[src/rtl/barrido_display.sv]
// barrido_display
// ---------------
// Time-multiplexed display scan controller. It steps a 3-bit digit index
// through the active digits and presents the matching nibble of a
// frame-coherent display word. Each digit slot begins with a blanking
// interval so the previous digit's data never shows on the next enable.
// The 3-to-8 one-hot decoder that follows this block is purely combinational.
//
// Parameters:
//   DIV_ESCANEO - clock cycles per digit slot (blank + show), > BLANCO
//   BLANCO      - blank cycles at the start of each slot, >= 1
//   NUM_DIG     - number of active digits, 1..8
//
// Ports:
//   clk      in   1  system clock, rising edge
//   rst      in   1  asynchronous active-high reset
//   habilita in   1  scan enable
//   carga    in   1  load strobe, captures dato into the shadow register
//   dato     in  32  display word, nibble k = dato[4k+3:4k]
//   sel      out  3  current digit index (decoder input)
//   digito   out  4  nibble of the displayed word for digit sel
//   valido   out  1  1 = digit lit, 0 = blank
//
// Optional build macro:
//   SUPRIME_CEROS_EN - leading-zero suppression. A digit above digit 0 whose
//                      nibble and all higher active nibbles are zero keeps
//                      valido low during its show phase.

module barrido_display #(
    parameter int DIV_ESCANEO = 50000,
    parameter int BLANCO      = 16,
    parameter int NUM_DIG     = 8
) (
    input  logic        clk,
    input  logic        rst,
    input  logic        habilita,
    input  logic        carga,
    input  logic [31:0] dato,
    output logic [2:0]  sel,
    output logic [3:0]  digito,
    output logic        valido
);

    localparam int CW = (DIV_ESCANEO > 1) ? $clog2(DIV_ESCANEO) : 1;

    localparam logic [CW-1:0] CNT_FIN_BLANCO = CW'(BLANCO - 1);
    localparam logic [CW-1:0] CNT_FIN_SLOT   = CW'(DIV_ESCANEO - 1);
    localparam logic [2:0]    SEL_ULTIMO     = 3'(NUM_DIG - 1);

    typedef enum logic [1:0] {
        ST_REPOSO  = 2'd0,
        ST_BLANCO  = 2'd1,
        ST_MOSTRAR = 2'd2
    } estado_t;

    estado_t        estado, estado_n;
    logic [CW-1:0]  cnt, cnt_n;
    logic [2:0]     sel_n;
    logic [31:0]    sombra;
    logic [31:0]    activo, activo_n;
    logic [7:0][3:0] nib_n;
    logic           frontera;
    logic [3:0]     digito_n;
    logic           valido_n;

`ifdef SUPRIME_CEROS_EN
    logic [7:0]     mascara, mascara_n;
    logic           cero_alto;
`endif

    // Next-state, counter and index logic
    always_comb begin
        estado_n = estado;
        cnt_n    = cnt;
        sel_n    = sel;
        frontera = 1'b0;

        unique case (estado)
            ST_REPOSO: begin
                cnt_n = '0;
                sel_n = '0;
                if (habilita) begin
                    estado_n = ST_BLANCO;
                    frontera = 1'b1;
                end
            end

            ST_BLANCO: begin
                if (!habilita) begin
                    estado_n = ST_REPOSO;
                    cnt_n    = '0;
                    sel_n    = '0;
                end else begin
                    cnt_n = cnt + 1'b1;
                    if (cnt == CNT_FIN_BLANCO)
                        estado_n = ST_MOSTRAR;
                end
            end

            ST_MOSTRAR: begin
                if (!habilita) begin
                    estado_n = ST_REPOSO;
                    cnt_n    = '0;
                    sel_n    = '0;
                end else if (cnt == CNT_FIN_SLOT) begin
                    estado_n = ST_BLANCO;
                    cnt_n    = '0;
                    if (sel == SEL_ULTIMO) begin
                        sel_n    = '0;
                        frontera = 1'b1;
                    end else begin
                        sel_n = sel + 1'b1;
                    end
                end else begin
                    cnt_n = cnt + 1'b1;
                end
            end

            default: begin
                estado_n = ST_REPOSO;
                cnt_n    = '0;
                sel_n    = '0;
            end
        endcase
    end

    // Frame-boundary word update; a load on the boundary edge bypasses the
    // shadow register so the freshly loaded word is shown at once.
    always_comb begin
        activo_n = activo;
        if (frontera)
            activo_n = carga ? dato : sombra;
        nib_n    = activo_n;
        digito_n = nib_n[sel_n];
    end

`ifdef SUPRIME_CEROS_EN
    // Scan nibbles from the top active digit downwards; a digit is suppressed
    // while every nibble from it upwards is zero. Digit 0 is never suppressed.
    always_comb begin
        mascara_n = '0;
        cero_alto = 1'b1;
        for (int unsigned i = 0; i < NUM_DIG; i++) begin
            if (nib_n[3'(NUM_DIG - 1 - i)] != 4'd0)
                cero_alto = 1'b0;
            if (i != NUM_DIG - 1)
                mascara_n[3'(NUM_DIG - 1 - i)] = cero_alto;
        end
        valido_n = (estado_n == ST_MOSTRAR) && !mascara[sel_n];
    end
`else
    always_comb begin
        valido_n = (estado_n == ST_MOSTRAR);
    end
`endif

    always_ff @(posedge clk or posedge rst) begin
        if (rst) begin
            estado <= ST_REPOSO;
            cnt    <= '0;
            sel    <= '0;
            digito <= '0;
            valido <= 1'b0;
            sombra <= '0;
            activo <= '0;
        end else begin
            estado <= estado_n;
            cnt    <= cnt_n;
            sel    <= sel_n;
            digito <= digito_n;
            valido <= valido_n;
            activo <= activo_n;
            if (carga)
                sombra <= dato;
        end
    end

`ifdef SUPRIME_CEROS_EN
    // The mask settles at the boundary edge, at least one blank cycle before
    // any show phase reads it, so valido sees no extra latency.
    always_ff @(posedge clk or posedge rst) begin
        if (rst)
            mascara <= '0;
        else if (frontera)
            mascara <= mascara_n;
    end
`endif

endmodule
[config.mk]
export PLATFORM = sky130hd
export DESIGN_NAME = barrido_display
export DESIGN_NICKNAME = d
export VERILOG_FILES = /design/src/rtl/barrido_display.sv
export SDC_FILE = /design/constraint.sdc
export NUM_CORES = 1
export LEC_CHECK = 0
export ABC_AREA = 1
export BUFFER_PORTS_ARGS = -buffer_cell sky130_fd_sc_hd__clkbuf_2
export CORE_AREA = 4 4 93 95
export DETAILED_ROUTE_END_ITERATION = 10
export DIE_AREA = 0 0 97 99
export PLACE_DENSITY = 0.86
export RECOVER_POWER = 50
export SLEW_MARGIN = 20
export SYNTH_ARGS = -nofsm -noshare
export SYNTH_HDL_FRONTEND = slang
export SYNTH_SLANG_ARGS = --single-unit
[constraint.sdc]
create_clock -name clk -period 2.9 [get_ports clk]
set_input_delay 0.29 -clock clk [delete_from_list [all_inputs] [get_ports clk]]
set_output_delay 0.29 -clock clk [all_outputs]
set_load 0.02 [all_outputs]
======== Word-level counts from Yosys, hierarchy flattened ========
Index checks and enable logic that the tools add are counted.
operators by class
  $lt $le $gt $ge ......................... 1
  muxes and demuxes ....................... 24
  $add $sub $neg .......................... 2
  equality and inequality tests ........... 6
  reduce and logical (&&, ||, !) cells .... 1
operator list
  kind                                                                          count
  32-bit 2-to-1 mux                                                             2
  16-bit 2-to-1 mux                                                             3
  16-bit one-hot mux with 2 select lines                                        1
  16-bit by 1-bit adder with 16-bit output, second input constant               1
  16-bit equality test, second input constant                                   1
  16-bit by 4-bit equality test with 1-bit output, second input constant        1
  4-bit binary-select mux with 3-bit select                                     1
  3-bit 2-to-1 mux                                                              4
  2-bit 2-to-1 mux                                                              5
  2-bit one-hot mux with 3 select lines                                         1
  3-bit one-hot mux with 2 select lines                                         1
  2-bit equality test, second input constant                                    2
  3-bit by 4-bit less-than comparator with 1-bit output, second input constant  1
  1-bit 2-to-1 mux                                                              4
  4-bit 2-to-1 mux                                                              1
  3-bit by 1-bit adder with 3-bit output, second input constant                 1
  3-bit equality test, second input constant                                    1
  2-bit by 1-bit equality test with 1-bit output, second input constant         1
  2-bit zero test                                                               1
  1-bit one-hot mux with 2 select lines                                         1
storage, ports and cells
  output and inout bits ................... 8
  bits of input ports ..................... 36
  register bits ........................... 90
  word-level logic and storage cells ...... 41

======== Depth between registers and ports, before layout ========
  depth after elaboration ................. 8
  gate-level depth with buffers ........... 15

======== Worst setup path after synthesis ========
No wires, ideal clock.
  path type ............................... reg2reg
  from .................................... reg sel[0]
  to ...................................... reg digito[0]
  clock period less this slack ............ 1853 ps
  library setup time ...................... 65 ps
  path slack .............................. 1047 ps
  stages on the path, launching flop included .. 13
  arrival ................................. 1788 ps
  cells stage by stage .................... dfrtp_1 -> ha_1 -> ha_1 -> nor2_1 -> nand4_1 -> nand3_1 -> nand2_2 -> buf_4 -> nand2_1 -> nand3_1 -> nand2_1 -> nand2_1 -> nand2_1
between the ends
  longest elaborated chain between the ends .. 8
RTL lines
  what                                                                            RTL line  text
  from (decl)                                                                     39        output logic [2:0] sel,
  from (signal assigned)                                                          169       sel <= sel_n;
  branches (longest 6 deep; another with 3-bit by 1-bit adder with 3-bit output)  --
  4-bit binary-select mux with 3-bit select (*)                                   134       digito_n = nib_n[sel_n];
  4-bit 2-to-1 mux (not written as such) (*)                                      134
  via digito_n[0]                                                                 63        logic [3:0] digito_n;
  to (signal assigned)                                                            170       digito <= digito_n;
  to (decl)                                                                       40        output logic [3:0] digito,
Mark *: on every way through the listed nets, which the timed path passes. The select of a mux whose other input is x is not followed.

======== Worst setup path after layout ========
  from .................................... reg cnt[0]
  to ...................................... reg digito[0]
between the ends
  longest elaborated chain between the ends .. 7
RTL lines
  what                                           RTL line  text
  from (decl)                                    57        logic [CW-1:0] cnt, cnt_n;
  from (signal assigned)                         168       cnt <= cnt_n;
  16-bit equality test (*)                       105       end else if (cnt == CNT_FIN_SLOT) begin
  1-bit 2-to-1 mux                               105
  1-bit 2-to-1 mux                               101       if (!habilita) begin
  1-bit one-hot mux with 2 select lines          78        unique case (estado)
  32-bit 2-to-1 mux                              131       if (frontera)
  4-bit binary-select mux with 3-bit select (*)  134
  4-bit 2-to-1 mux (not written as such) (*)     134
  via digito_n[0]                                63
Mark *: on every way through the listed nets, which the timed path passes. The rest lies on a longest branch. The select of a mux whose other input is x is not followed.

==> impl_metrics.csv <==
group,metric,value,unit
min_path,hold_path_class,"in -> reg",
clock_network,cts_buf_count,9,
synthesis,yosysTopAreaCell,"sky130_fd_sc_hd__dfrtp_1",
sta,fin_crit,2.374,ns
grt,grt_antenna_before_repair,0,
worst_setup_path,worstPathRequired,3.20,ns
synthesis,ys_top_cells_by_count,"165 x sky130_fd_sc_hd__nand2_1, 148 x sky130_fd_sc_hd__inv_1, 90 x sky130_fd_sc_hd__dfrtp_1",
worst_setup_path,timing_worst_setup_path_type,"reg -> reg",
sta,clock_skew,0.01304,ns
synthesis,post_synth_instance_area,4564,sq um
synthesis,synth_enable_flop_cells,0,
worst_setup_path,worst_setup_end_kind,"flip-flop",
sta,setup_tns,0,ns
synthesis,synth_area_leaders,"sky130_fd_sc_hd__dfrtp_1 49%, sky130_fd_sc_hd__nand2_1 14%, sky130_fd_sc_hd__inv_1 12%",
placement,dp_hpwl,6308,um
cells_and_area,final_cell_count_no_fill,739,
clock_network,insertion_delay,0.36,ns
worst_setup_path,timing.critical_path.from_type,"flip-flop",
clock_network,tritoncts_clock_tree,"yes",
cells_and_area,syn_to_final_growth,10.36,%
routing,dr.first_iter.drc_count,200,
sta,hold_viol_final,0,
clock_network,cts-root-buf,"sky130_fd_sc_hd__clkbuf_8",
clock_network,cts_sinks,90,
clock_network,max-clock-path-buffers,2,
floorplanning,core_area,7727,sq um
floorplanning,design.portCount,44,
clock_network,path_clk_slew,0.09,ns
routing,dr_total_vias,3638,
worst_setup_path,timing.critical_path.fanout_max,33,
cells_and_area,fraction_of_final_layout_cells_sized_beyond_drive_strength_1,12.56,%
pwr,power.density_cell_area,716.3,nW/um^2
pwr,total_leakage_power,2.836,nW
grt,globalRoute.totalOverflow,0,
worst_setup_path,timing.critical_path.arrival,2.67,ns
synthesis,synth_seq_cells,90,
placement,placed_cells,723,
routing,drc,0,
clock_network,ctsResizeCount,0,
routing,post_detailed_route_via_to_cell_ratio,4.923,
grt,grt_first_pass_wirelength,15850,um
routing,first_pass_iters,4,
placement,area_after_detailed_placement,4820,sq um
sta,timing.final.crit_share,81.87,%
clock_network,cts_setup_buffers,0,
sta,slew-limit-headroom,-36.25,%
placement,post-place-ws,0.5910,ns
sta,fin_ws,0.5256,ns
pwr,power.ir.vdd_worst,0.0003945,V
synthesis,postSynthAreaPerCell,7.671,sq um
status,outcome,"complete, but fails checks",
floorplanning,rows,32,
sta,timing_max_transition_violations_final,45,
cells_and_area,layout.nets,675,
synthesis,synthFlopType,"sky130_fd_sc_hd__dfrtp_1",
sta,worst_margin_pin_slew,2.033,ns
synthesis,yosysWarningCount,0,
clock_network,cts_htree_levels,3,
synthesis,share_of_the_synthesized_area_in_the_top_cell_type,49.34,%
cells_and_area,antenna_cells,0,
synthesis,synth.distinct_cells,28,
synthesis,async_reset_ff_share,100.0,%
synthesis,share_of_synthesized_area_occupied_by_flip_flops_and_latches,49.34,%
routing,avgRoutedWirePerCell,12.33,um
synthesis,syn_inst,595,
routing,drt-total-wl,9111,um
synthesis,synth_fp_nets,638,
status,failed_checks,"max-capacitance violations, max-slew violations",
flow_run,timing.max_cap.violations,1,
floorplanning,die_area,9603,sq um
sta,upper_clock_frequency_limit,421.2,MHz
sta,final_setup_fails,0,
cells_and_area,fin_area,5037,sq um
floorplanning,chipWidth,97,um
placement,portBuffers,43,
grt,globalRouteTotalUtil,20.32,%
placement,placer_congestion_estimate,0.9013,
sta,grt_setup_unrepaired,"no",
grt,first_global_vias,3603,
floorplanning,floorplan.initialDensity,59.07,%
routing,final_antenna_net_count,0,
synthesis,synth_most_common_cell,"sky130_fd_sc_hd__nand2_1",
grt,grt_start_max_net_pins,65,
clock_network,cts_hold_buffers_added,0,
floorplanning,die_y,99,um
cells_and_area,layout.core_utilization,65.19,%
-- layout by cell type (no fill, tap or decap), types with 2 or more instances in the layout --
cell                        count
sky130_fd_sc_hd__a21oi_1        6
sky130_fd_sc_hd__nand2_2        6
sky130_fd_sc_hd__dfrtp_1       90
sky130_fd_sc_hd__bufinv_16      2
sky130_fd_sc_hd__nand4_1        4
sky130_fd_sc_hd__nand2_1      165
sky130_fd_sc_hd__nand2_4        5
sky130_fd_sc_hd__buf_4          2
sky130_fd_sc_hd__nand3_2        3
sky130_fd_sc_hd__xnor2_1        4
sky130_fd_sc_hd__nor2_4         3
sky130_fd_sc_hd__nor4_1         3
sky130_fd_sc_hd__clkbuf_2      39
sky130_fd_sc_hd__clkbuf_8       9
sky130_fd_sc_hd__clkbuf_1       4
sky130_fd_sc_hd__inv_1        147
sky130_fd_sc_hd__nor2_1        24
sky130_fd_sc_hd__o21ai_0       35
sky130_fd_sc_hd__nor3_1         4
sky130_fd_sc_hd__inv_6          3
sky130_fd_sc_hd__ha_1           7
sky130_fd_sc_hd__nand3_1       57
sky130_fd_sc_hd__xor2_1         5
-- through the flow --
| stage | power (mW) | hold WS [ns] |
|---|---|---|
| 6_report | 3.608 | 0.2493 |
| 3_5_place_dp | 2.669 | 0.4425 |
| 5_1_grt | 3.867 | 0.2633 |
| 4_1_cts | 3.640 | 0.04719 |
| 2_1_floorplan | 2.446 | 0.4329 |
| 3_3_place_gp | 2.611 | 0.4432 |
-- where the power goes --
group	switching, mW	internal [mW]
registers	0.0944	1.54
clock network	0.466	0.493
logic	0.707	0.310
-- metal layers --
layer  part of all wire [%]  vias to the layer above  GRT usage, %
li1                       -                     1833             -
met1                     44                     1701         25.31
met2                     49                       84         35.03
met3                    4.4                       20         3.255
met4                    2.0                        0         9.071
met5                      0                        -             0
-- kinds of logic after synthesis --
| kind of cell | after synthesis | synth area share (%) |
|---|---|---|
| fa+ha+maj | 7 | 1.919 |
| compound gates | 43 | 4.825 |
| buf+inv | 170 | 15.10 |
| xor+xnor | 9 | 1.727 |
| flops | 90 | 49.34 |
| simple gates | 276 | 27.08 |
-- area by class of cell --
cell class | count | area [sq um]
repair buffers | 46 | 245.2
multi-input cells | 335 | 1623
clock buffers | 9 | 123.9
well taps | 102 | 127.6
flip-flops and latches | 90 | 2252
inverters | 150 | 566.8
clock inverters | 7 | 98.84
fillers | 640 | 2690
-- final timing paths --
check	from	slack (ns)	end	depth (start not counted)
worst max-delay path	cnt[0]	0.53	digito[0]	13
worst min-delay path	dato[6]	0.25	sombra[6]	5
worst max register to register	cnt[0]	0.53	digito[0]	13
worst min register to register	cnt[0]	0.49	cnt[0]	1
max in group asynchronous	rst	1.53	activo[3]	2
min in group asynchronous	rst	0.43	activo[23]	2
-- critical path: stages, from the launching register on --
cell and delay (ns):
sky130_fd_sc_hd__dfrtp_1 0.39, sky130_fd_sc_hd__ha_1 0.19, sky130_fd_sc_hd__nand3_1 0.16, sky130_fd_sc_hd__nor2_4 0.22, sky130_fd_sc_hd__nand3_2 0.12, sky130_fd_sc_hd__nand2_4 0.30, sky130_fd_sc_hd__nand2_4 0.29, sky130_fd_sc_hd__nand2_1 0.14
sky130_fd_sc_hd__nand2_1 0.07, sky130_fd_sc_hd__nand2_1 0.06, sky130_fd_sc_hd__nand3_1 0.10, sky130_fd_sc_hd__nand2_1 0.09, sky130_fd_sc_hd__nand2_1 0.06, sky130_fd_sc_hd__nand2_1 0.09
-- sequential cells by signal, indices dropped and copies added, names as in the netlist --
signal / count
activo: 32
cnt: 16
digito: 4
estado: 2
sel: 3
sombra: 32
valido: 1
Power figures use the tool's default switching activity.
